[src/rtl/ebi_tx_vc_scheduler_if.sv]
// ebi_tx_vc_scheduler_if: VC buffer, transmitter and credit signals between the scheduler (master) and its environment (slave)
interface ebi_tx_vc_scheduler_if #(
    parameter int CHANNEL_NUM       = 4,
    parameter int CHANNEL_NUM_WIDTH = 2
);
    logic [CHANNEL_NUM-1:0]       vc_req_valid;
    logic [CHANNEL_NUM-1:0]       vc_pop;
    logic [CHANNEL_NUM-1:0]       credit_avail;
    logic                         tx_issue_valid;
    logic                         tx_issue_ready;
    logic [CHANNEL_NUM_WIDTH-1:0] tx_issue_id;
    logic                         tx_result_valid;
    logic                         tx_result_ok;
    logic                         credit_ret_valid;
    logic [CHANNEL_NUM_WIDTH-1:0] credit_ret_id;
    logic                         busy;
    logic                         retry_err;
    logic                         credit_ovf_err;

    modport master (
        input  vc_req_valid, tx_issue_ready, tx_result_valid, tx_result_ok, credit_ret_valid, credit_ret_id,
        output vc_pop, credit_avail, tx_issue_valid, tx_issue_id, busy, retry_err, credit_ovf_err
    );

    modport slave (
        output vc_req_valid, tx_issue_ready, tx_result_valid, tx_result_ok, credit_ret_valid, credit_ret_id,
        input  vc_pop, credit_avail, tx_issue_valid, tx_issue_id, busy, retry_err, credit_ovf_err
    );
endinterface

[src/rtl/ebi_tx_vc_scheduler.sv]
// ebi_tx_vc_scheduler: round-robin credit-gated VC scheduler with NACK retry; EBI_SCHED_TIMEOUT_EN adds a WAIT_RESULT watchdog
module ebi_tx_vc_scheduler #(
    parameter int CHANNEL_NUM       = 4,
    parameter int CHANNEL_NUM_WIDTH = 2,
    parameter int CREDIT_INIT       = 4,
    parameter int CREDIT_CNT_WIDTH  = 3,
    parameter int MAX_RETRY         = 3,
    parameter int TIMEOUT_CYCLES    = 1024
) (
    input logic                  if_clk,
    input logic                  rst,
    ebi_tx_vc_scheduler_if.master bus
);
    localparam int NW = CHANNEL_NUM_WIDTH;
    localparam int CW = CREDIT_CNT_WIDTH;
    localparam int RW = MAX_RETRY > 0 ? $clog2(MAX_RETRY + 1) : 1;

    typedef enum logic [1:0] {IDLE, ISSUE, WAIT_RESULT} state_t;

    state_t                 state, state_nx;
    logic [CW-1:0]          credit [CHANNEL_NUM];
    logic [CHANNEL_NUM-1:0] elig, ovf_hit;
    logic [NW-1:0]          gnt_id, rr_ptr, pick, arb_idx;
    logic [RW-1:0]          retry_cnt;
    logic                   ack, nack, drop, done, timeout;
    logic                   retry_err, credit_ovf_err;

`ifdef EBI_SCHED_TIMEOUT_EN
    localparam int WW = $clog2(TIMEOUT_CYCLES);
    logic [WW-1:0] wd_cnt;
    assign timeout = state == WAIT_RESULT && !bus.tx_result_valid && wd_cnt == WW'(TIMEOUT_CYCLES - 1);
    always_ff @(posedge if_clk)
        wd_cnt <= (rst || state != WAIT_RESULT) ? '0 : wd_cnt + 1'b1;
`else
    assign timeout = 1'b0;
`endif

    assign ack  = state == WAIT_RESULT && bus.tx_result_valid && bus.tx_result_ok;
    assign nack = state == WAIT_RESULT && ((bus.tx_result_valid && !bus.tx_result_ok) || timeout);
    assign drop = nack && retry_cnt == RW'(MAX_RETRY);
    assign done = ack || drop;

    for (genvar i = 0; i < CHANNEL_NUM; i++) begin : g_vc
        logic ret_hit, dec_hit, full;
        assign ret_hit = bus.credit_ret_valid && bus.credit_ret_id == NW'(i);
        assign dec_hit = ack && gnt_id == NW'(i);
        assign full    = credit[i] == CW'(CREDIT_INIT);
        assign ovf_hit[i] = ret_hit && full && !dec_hit;
        assign elig[i] = bus.vc_req_valid[i] && credit[i] != '0;
        assign bus.credit_avail[i] = credit[i] != '0;
        // a return and an ACK decrement on the same VC cancel out
        always_ff @(posedge if_clk)
            if (rst)
                credit[i] <= CW'(CREDIT_INIT);
            else if (ret_hit && !dec_hit && !full)
                credit[i] <= credit[i] + 1'b1;
            else if (dec_hit && !ret_hit)
                credit[i] <= credit[i] - 1'b1;
    end

    // scan downward so the last hit written is the first eligible channel from rr_ptr
    always_comb begin
        pick    = rr_ptr;
        arb_idx = '0;
        for (int k = CHANNEL_NUM - 1; k >= 0; k--) begin
            arb_idx = rr_ptr + NW'(k);
            pick    = elig[arb_idx] ? arb_idx : pick;
        end
    end

    always_comb begin
        state_nx = state;
        unique case (state)
            IDLE:        state_nx = |elig ? ISSUE : IDLE;
            ISSUE:       state_nx = bus.tx_issue_ready ? WAIT_RESULT : ISSUE;
            WAIT_RESULT: state_nx = done ? IDLE : nack ? ISSUE : WAIT_RESULT;
            default:     state_nx = IDLE;
        endcase
    end

    always_ff @(posedge if_clk) begin
        if (rst) begin
            state          <= IDLE;
            gnt_id         <= '0;
            rr_ptr         <= '0;
            retry_cnt      <= '0;
            retry_err      <= 1'b0;
            credit_ovf_err <= 1'b0;
        end else begin
            state          <= state_nx;
            gnt_id         <= (state == IDLE && |elig) ? pick : gnt_id;
            rr_ptr         <= done ? (gnt_id == NW'(CHANNEL_NUM - 1) ? '0 : gnt_id + 1'b1) : rr_ptr;
            retry_cnt      <= done ? '0 : nack ? retry_cnt + 1'b1 : retry_cnt;
            retry_err      <= retry_err | drop;
            credit_ovf_err <= credit_ovf_err | (|ovf_hit);
        end
    end

    assign bus.tx_issue_valid = state == ISSUE;
    assign bus.tx_issue_id    = gnt_id;
    assign bus.busy           = state != IDLE;
    assign bus.vc_pop         = done ? CHANNEL_NUM'(1) << gnt_id : '0;
    assign bus.retry_err      = retry_err;
    assign bus.credit_ovf_err = credit_ovf_err;
endmodule

[src/flat_wrapper.sv]
// flat-port wrapper written by rule: the top's interface ports become plain ports
module ebi_tx_vc_scheduler_flat 
#(
    parameter int CHANNEL_NUM       = 4,
    parameter int CHANNEL_NUM_WIDTH = 2,
    parameter int CREDIT_INIT       = 4,
    parameter int CREDIT_CNT_WIDTH  = 3,
    parameter int MAX_RETRY         = 3,
    parameter int TIMEOUT_CYCLES    = 1024
)
  (if_clk, rst, bus_vc_req_valid, bus_tx_issue_ready, bus_tx_result_valid, bus_tx_result_ok, bus_credit_ret_valid, bus_credit_ret_id, bus_vc_pop, bus_credit_avail, bus_tx_issue_valid, bus_tx_issue_id, bus_busy, bus_retry_err, bus_credit_ovf_err);
  ebi_tx_vc_scheduler_if #(.CHANNEL_NUM(CHANNEL_NUM), .CHANNEL_NUM_WIDTH(CHANNEL_NUM_WIDTH)) bus_i ();
  input logic if_clk;
  input logic rst;
  input wire logic [$bits(bus_i.vc_req_valid)-1:0] bus_vc_req_valid;
  input wire logic [$bits(bus_i.tx_issue_ready)-1:0] bus_tx_issue_ready;
  input wire logic [$bits(bus_i.tx_result_valid)-1:0] bus_tx_result_valid;
  input wire logic [$bits(bus_i.tx_result_ok)-1:0] bus_tx_result_ok;
  input wire logic [$bits(bus_i.credit_ret_valid)-1:0] bus_credit_ret_valid;
  input wire logic [$bits(bus_i.credit_ret_id)-1:0] bus_credit_ret_id;
  output wire logic [$bits(bus_i.vc_pop)-1:0] bus_vc_pop;
  output wire logic [$bits(bus_i.credit_avail)-1:0] bus_credit_avail;
  output wire logic [$bits(bus_i.tx_issue_valid)-1:0] bus_tx_issue_valid;
  output wire logic [$bits(bus_i.tx_issue_id)-1:0] bus_tx_issue_id;
  output wire logic [$bits(bus_i.busy)-1:0] bus_busy;
  output wire logic [$bits(bus_i.retry_err)-1:0] bus_retry_err;
  output wire logic [$bits(bus_i.credit_ovf_err)-1:0] bus_credit_ovf_err;
  assign bus_i.vc_req_valid = bus_vc_req_valid;
  assign bus_i.tx_issue_ready = bus_tx_issue_ready;
  assign bus_i.tx_result_valid = bus_tx_result_valid;
  assign bus_i.tx_result_ok = bus_tx_result_ok;
  assign bus_i.credit_ret_valid = bus_credit_ret_valid;
  assign bus_i.credit_ret_id = bus_credit_ret_id;
  assign bus_vc_pop = bus_i.vc_pop;
  assign bus_credit_avail = bus_i.credit_avail;
  assign bus_tx_issue_valid = bus_i.tx_issue_valid;
  assign bus_tx_issue_id = bus_i.tx_issue_id;
  assign bus_busy = bus_i.busy;
  assign bus_retry_err = bus_i.retry_err;
  assign bus_credit_ovf_err = bus_i.credit_ovf_err;
  ebi_tx_vc_scheduler #(.CHANNEL_NUM(CHANNEL_NUM), .CHANNEL_NUM_WIDTH(CHANNEL_NUM_WIDTH), .CREDIT_INIT(CREDIT_INIT), .CREDIT_CNT_WIDTH(CREDIT_CNT_WIDTH), .MAX_RETRY(MAX_RETRY), .TIMEOUT_CYCLES(TIMEOUT_CYCLES)) u_core (.if_clk(if_clk), .rst(rst), .bus(bus_i));
endmodule
[config.mk]
export PLATFORM = sky130hd
export DESIGN_NAME = ebi_tx_vc_scheduler_flat
export DESIGN_NICKNAME = d
export VERILOG_FILES = /design/src/rtl/ebi_tx_vc_scheduler_if.sv /design/src/rtl/ebi_tx_vc_scheduler.sv /design/src/flat_wrapper.sv
export SDC_FILE = /design/constraint.sdc
export NUM_CORES = 1
export LEC_CHECK = 0
export ABC_AREA = 1
export BUFFER_PORTS_ARGS = -buffer_cell sky130_fd_sc_hd__buf_4
export CAP_MARGIN = 20
export CORE_MARGIN = 5
export CORE_UTILIZATION = 40
export DETAILED_ROUTE_END_ITERATION = 8
export PLACE_DENSITY = 0.72
export SLEW_MARGIN = 10
export SYNTH_ARGS = -nofsm -noshare
export SYNTH_HDL_FRONTEND = slang
export SYNTH_SLANG_ARGS = --single-unit
export TNS_END_PERCENT = 1
[constraint.sdc]
create_clock -name if_clk -period 3.15 [get_ports if_clk]
set_clock_uncertainty 0.2 [all_clocks]
set_input_delay 0.1575 -clock if_clk [delete_from_list [all_inputs] [get_ports if_clk]]
set_output_delay 0.1575 -clock if_clk [all_outputs]
set_load 0.03 [all_outputs]
==> results of run 1 <==
## routing by layer
layer | GRT usage (%) | vias to the layer above | routed length (um)
met2 | 21.9 | 39 | 1540
met3 | 2.00 | 7 | 178
li1 | - | 771 | -
met1 | 20.7 | 646 | 1810
met4 | 4.55 | 0 | 48
met5 | 0 | - | 0
## worst paths after layout
| path | slack (ns) | endpoint | start |
|---|---|---|---|
| setup / recovery | 0.66 | u_core.credit[2][2] | rst |
| hold reg to reg | 0.26 | u_core.bus.retry_err | u_core.bus.retry_err |
| setup reg to reg | 0.75 | u_core.credit[2][2] | u_core.state[1] |
| hold / removal | 0.1 | u_core.bus.credit_ovf_err | bus_credit_ret_id[1] |
## sequential cells by signal (all words and copies together), names as in the netlist
register,cells
u_core.rr_ptr,2
u_core.bus.retry_err,1
u_core.bus.credit_ovf_err,1
u_core.retry_cnt,2
u_core.credit,12
u_core.bus.tx_issue_id,2
u_core.state,2
## critical path, stage by stage
cell	delay [ns]
dlygate4sd3_1	0.53
buf_4	0.18
inv_1	0.26
nand3_1	0.20
fa_1	0.47
xnor2_1	0.16
mux2_2	0.35
## area by class of cell
cell class,count,share of cell area [%]
Sequential cell,22,28.1
Inverter,36,6.76
Timing Repair Buffer,28,10.9
Clock buffer,4,2.25
Tap cell,50,3.13
Multi-Input combinational cell,161,48.9
## through the flow
step,instances,hold WS (ns),util (%),power [mW],setup slack [ns]
6_report,301,0.0959,49.2,0.678,0.655
5_1_grt,301,0.124,49.2,0.717,0.546
4_1_cts,301,0.0921,49.2,0.683,0.662
3_5_place_dp,294,0.237,47.4,0.497,0.755
3_3_place_gp,294,0.229,47.4,0.492,0.811
2_1_floorplan,222,0.107,-,0.444,0.730
## cells by family (layout without fill, tap and decap cells)
group	count (synthesis)	after routing	synth area share, %
buffers and inverters	39	68	9.10
flip-flops	22	22	33.1
multiplexers	1	1	0.666
XOR/XNOR	8	8	4.59
adder cells (fa/ha/maj)	15	15	11.5
AO/OA/AOI/OAI	27	27	9.84
AND/OR/NAND/NOR	110	110	31.1
## what timing repair did
item,in CTS,in global routing
endpoints found under the hold margin,5,0
hold buffers,3,0
setup buffers,0,0
## cells in the final DEF (no fill, tap or decap), types with 2 or more instances in the layout
master	n
nor2_1	22
nand2_2	7
o21ai_1	2
nor3_2	2
edfxtp_1	12
nand3_2	4
o21ai_0	8
ha_1	14
nand3_1	19
inv_1	29
nand4_1	2
dlygate4sd3_1	3
nor3_1	2
dfxtp_1	10
o21ai_2	2
nand2_1	47
nor2_4	2
xnor2_1	6
a21oi_1	9
buf_4	25
clkbuf_8	3
inv_2	7
## where the power goes
group          internal (mW)  switching [mW]  total [mW]
Combinational         0.0631           0.101       0.164
Sequential             0.316          0.0137       0.330
Clock                 0.0903          0.0944       0.185
==> flow_summary.toml, run 1 <==
[global_route]
overflow = 0
grt_start_max_net_pins = 13
grt_usage_pct = 14.3
grt_pass1_vias = 1430
antenna_found_initial = 0
grt_pass1_wl_mm = 6.20

[yosys]
synth_area_leaders = "edfxtp_1 21%, dfxtp_1 12%, nand2_1 10%"
netlist.area_leader.share_pct = 21.3
yosysMostFrequentCell = "nand2_1"
synth_flop_cell = "edfxtp_1"
ys_ff_latch = 22
synth_common_cells = "47 x nand2_1, 29 x inv_1, 22 x nor2_1"
synth.distinct_cells = 34
ys_seq_area_share_pct = 33.1
synth_warnings = 0
synthArstFlopShare_pct = 0
syn-num-nets = 249
syn_area_sq_um = 1690
avgSynthCellArea_sq_um = 7.62
synth_top_area_cell = "edfxtp_1"
postSynthCellCount = 222
synth_edf_count = 12

[setup_path]
critPathKind = "in2reg"
ff2ff_path_depth = 8
worstSetupEndpointType = "register"
path_max_fanout = 11
cp-start-kind = "input port"
cp.arrival_ns = 2.32
critPathRequiredTime_ns = 2.97

[final_layout]
layout.nets = 279
diodes = 0
multiInputGateArea_sq_um = 977
syn_to_final_growth_pct = 18.1
finalInstanceArea_sq_um = 2000
drive_above_1_share_pct = 23.1
seq_area_sq_um = 561
fillers = 379

[clock_network]
cts_made_buffers = 3
cts_root_buf = "clkbuf_8"
cts_tree = "done"
post_cts_resized = 0
cts_max_path_buffers = 2
clk_latency_ns = 0.26
clk_pin_slew_ns = 0.08
clkSinkCount = 22
h-tree-depth = 1

[hold_path]
min_path_type = "in2reg"
holdPathStages = 4

[power]
ir_drop_mv = 0.176
p_leak_nw = 0.925
powerDensity_nw_per_um2 = 340

[status]
status = "completed"

[routing]
dr_total_vias = 1463
wirelength_mm = 3.58
drt_iter0_markers = 35
ant_nets = 0
avgRoutedWirePerCell_um = 11.9
route.detailed.drc = 0
via_per_inst = 4.86
dr.pass1.iters = 5

[floorplanning]
die_area_sq_um = 5630
core_area_sq_um = 4060
die_h_um = 75.0
rows = 23
ios = 26
start_util_pct = 41.7
chipWidth_um = 75.0

[place]
gp_congestion = 0.811
place.port_buffers = 25
dpl.hpwl_mm = 2.88
place_area_sq_um = 1920

[sta]
slew_headroom_pct = 74.8
fin_crit_sh_pct = 79.2
setup_tns_ns = 0
setup_viol = 0
clock.fmax_mhz = 401
rsz0062_at_grt = "no"
min_period_ns = 2.49
tightest_slew_ns = 0.377
final_max_slew_viol_count = 0
hold_viol = 0

[run]
cap_violations = 0
Power figures use the tool's default switching activity.
==> run 2: changes to the inputs <==
--- a/config.mk
+++ b/config.mk
@@ -11,7 +11,7 @@
 export CORE_MARGIN = 5
 export CORE_UTILIZATION = 40
 export DETAILED_ROUTE_END_ITERATION = 8
-export PLACE_DENSITY = 0.72
+export PLACE_DENSITY = 0.74
 export SLEW_MARGIN = 10
 export SYNTH_ARGS = -nofsm -noshare
 export SYNTH_HDL_FRONTEND = slang
==> constraint.sdc (replaced) <==
create_clock -name if_clk -period 2.24 [get_ports if_clk]
set_clock_uncertainty 0.2 [all_clocks]
set_input_delay 0.112 -clock if_clk [delete_from_list [all_inputs] [get_ports if_clk]]
set_output_delay 0.112 -clock if_clk [all_outputs]
set_load 0.03 [all_outputs]
==> run 2 against run 1 <==
Utilization rose by 2.3 points. Worst setup slack got worse by 0.61 ns. Die area did not move. Largest power group unchanged. Global-route usage rose by 0.31 points. Register-to-register slack got worse by 0.71 ns.
==> flow_summary.toml, run 2 (synthesized netlist as in run 1, its figures left out) <==
[clock_network]
cts_made_buffers = 3
clk_latency_ns = 0.26
cts_root_buf = "clkbuf_8"
clk_pin_slew_ns = 0.08
h-tree-depth = 1
cts_max_path_buffers = 2
clkSinkCount = 22
cts_tree = "done"

[run]
cap_violations = 0

[floorplanning]
die_h_um = 75.0
chipWidth_um = 75.0
ios = 26
start_util_pct = 41.7
core_area_sq_um = 4060
rows = 23
die_area_sq_um = 5630

[setup_path]
max_stage_delay_ns = 0.39
r2r_start = "u_core.bus.tx_issue_id[0]"
ff2ff_path_depth = 8
critPathKind = "reg2reg"
critPathRequiredTime_ns = 2.06
cp.arrival_ns = 2.02
crit_slowest_cell = "fa_2"
rr_endpoint = "u_core.credit[2][2]"
path_max_fanout = 2
cp-start-kind = "register"
ff2ff_setup_slack_ns = 0.04
crit_chain = "inv_2, ha_1, inv_1, nor2_2, nand3_2, fa_2, xnor2_1, mux2_2"
worstSetupEndpointType = "register"

[final_layout]
diodes = 0
syn_to_final_growth_pct = 23.5
fillers = 397
largest_register = "u_core.credit"
mostFrequentLayoutCell = "nand2_1"
layout.nets = 287
fin_cells = 309
drive_above_1_share_pct = 28.2
largest_reg_flops = 12
final_cell_mix = "47 x nand2_1, 32 x buf_4, 28 x inv_1"

[place]
place.port_buffers = 25
dpl.hpwl_mm = 3.06
placedCellCount = 300
gp_congestion = 0.894

[sta]
fin_crit_sh_pct = 98.1
clock.fmax_mhz = 455
setup_tns_ns = 0
holdWs_ns = 0.0250
hold_viol = 0
tightest_slew_ns = 0.375
setup_viol = 0
min_period_ns = 2.20
slew_headroom_pct = 74.9
final_max_slew_viol_count = 0

[global_route]
grt_pass1_vias = 1529
grt_start_max_net_pins = 13
grt_usage_pct = 14.6
antenna_found_initial = 0
grt_pass1_wl_mm = 6.35
overflow = 0

[hold_path]
min_from = "bus_credit_ret_id[1]"
min_path_type = "in2reg"
hold_end = "u_core.bus.credit_ovf_err"
holdPathStages = 4

[routing]
dr_total_vias = 1524
dr.pass1.iters = 4
route.detailed.drc = 0
drt_iter0_markers = 75
wirelength_mm = 3.78
via_per_inst = 4.93
ant_nets = 0
avgRoutedWirePerCell_um = 12.2

[status]
status = "completed"

[power]
powerDensity_nw_per_um2 = 480
p_leak_nw = 0.969
finalPower_mw = 1.00
ir_drop_mv = 0.193
[run 2: power breakdown]
| part | total [mW] | internal (mW) | leakage, nW | switching, mW |
|---|---|---|---|---|
| Sequential | 0.463 | 0.447 | 0.194 | 0.0166 |
| Clock | 0.291 | 0.157 | 0.0288 | 0.134 |
| Combinational | 0.248 | 0.0997 | 0.746 | 0.148 |
| Total | 1.00 | 0.703 | 0.969 | 0.299 |
[run 2: layout make-up]
type                       instances  area (sq um)  area share [%]
inverter                          36           135            6.47
sequential                        22           569            27.2
timing repair buffer              36           280            13.4
multi-input combinational        161           987            47.2
tap                               50          62.6            2.99
clock buffer                       4          55.1            2.63
[run 2: stage by stage]
stage,util (%),worst slack (ns),instance area [sq um]
final,51.5,0.0422,2090
after global routing,51.5,-0.00987,2090
after CTS,51.1,0.00369,2070
after detailed placement,48.8,0.0210,1980
after global placement,48.8,0.0529,1980
after floorplan,-,0.0189,1700
[run 2: worst max path at each step]
stage	start	endpoint	slack [ns]	cells past startpoint
after floorplan	u_core.bus.tx_issue_id[0]	u_core.credit[2][2]	0.02	8
after global placement	u_core.bus.tx_issue_id[0]	u_core.credit[2][2]	0.05	8
after detailed placement	u_core.state[1]	u_core.credit[2][2]	0.02	8
after CTS	u_core.bus.tx_issue_id[0]	u_core.credit[2][2]	0.004	8
after global routing	u_core.bus.tx_issue_id[0]	u_core.credit[2][2]	-0.01	8
final	u_core.bus.tx_issue_id[0]	u_core.credit[2][2]	0.04	8
[run 2: critical path, delay by kind of cell (launching register included)]
family	cells	cell delay [ns]
XOR/XNOR	1	0.17
flip-flops	1	0.35
multiplexers	1	0.35
adder cells (fa/ha/maj)	2	0.53
buffers and inverters	2	0.11
AND/OR/NAND/NOR	2	0.26
[run 2: per-layer routing]
layer | GRT usage [%] | vias to the layer above | part of all wire, %
met1 | 17.1 | 696 | 44
met5 | 0 | - | 0
met4 | 6.52 | 0 | 2.2
met2 | 25.8 | 34 | 49
li1 | - | 786 | -
met3 | 2.54 | 8 | 4.6
[run 2: what timing repair did]
item | CTS | global route
gates resized for setup | 0 | 3
setup endpoints to repair | 1 | 1
pin swaps | 1 | 0
setup buffers | 0 | 1
endpoints found under the hold margin | 5 | 0
hold buffers | 4 | 0
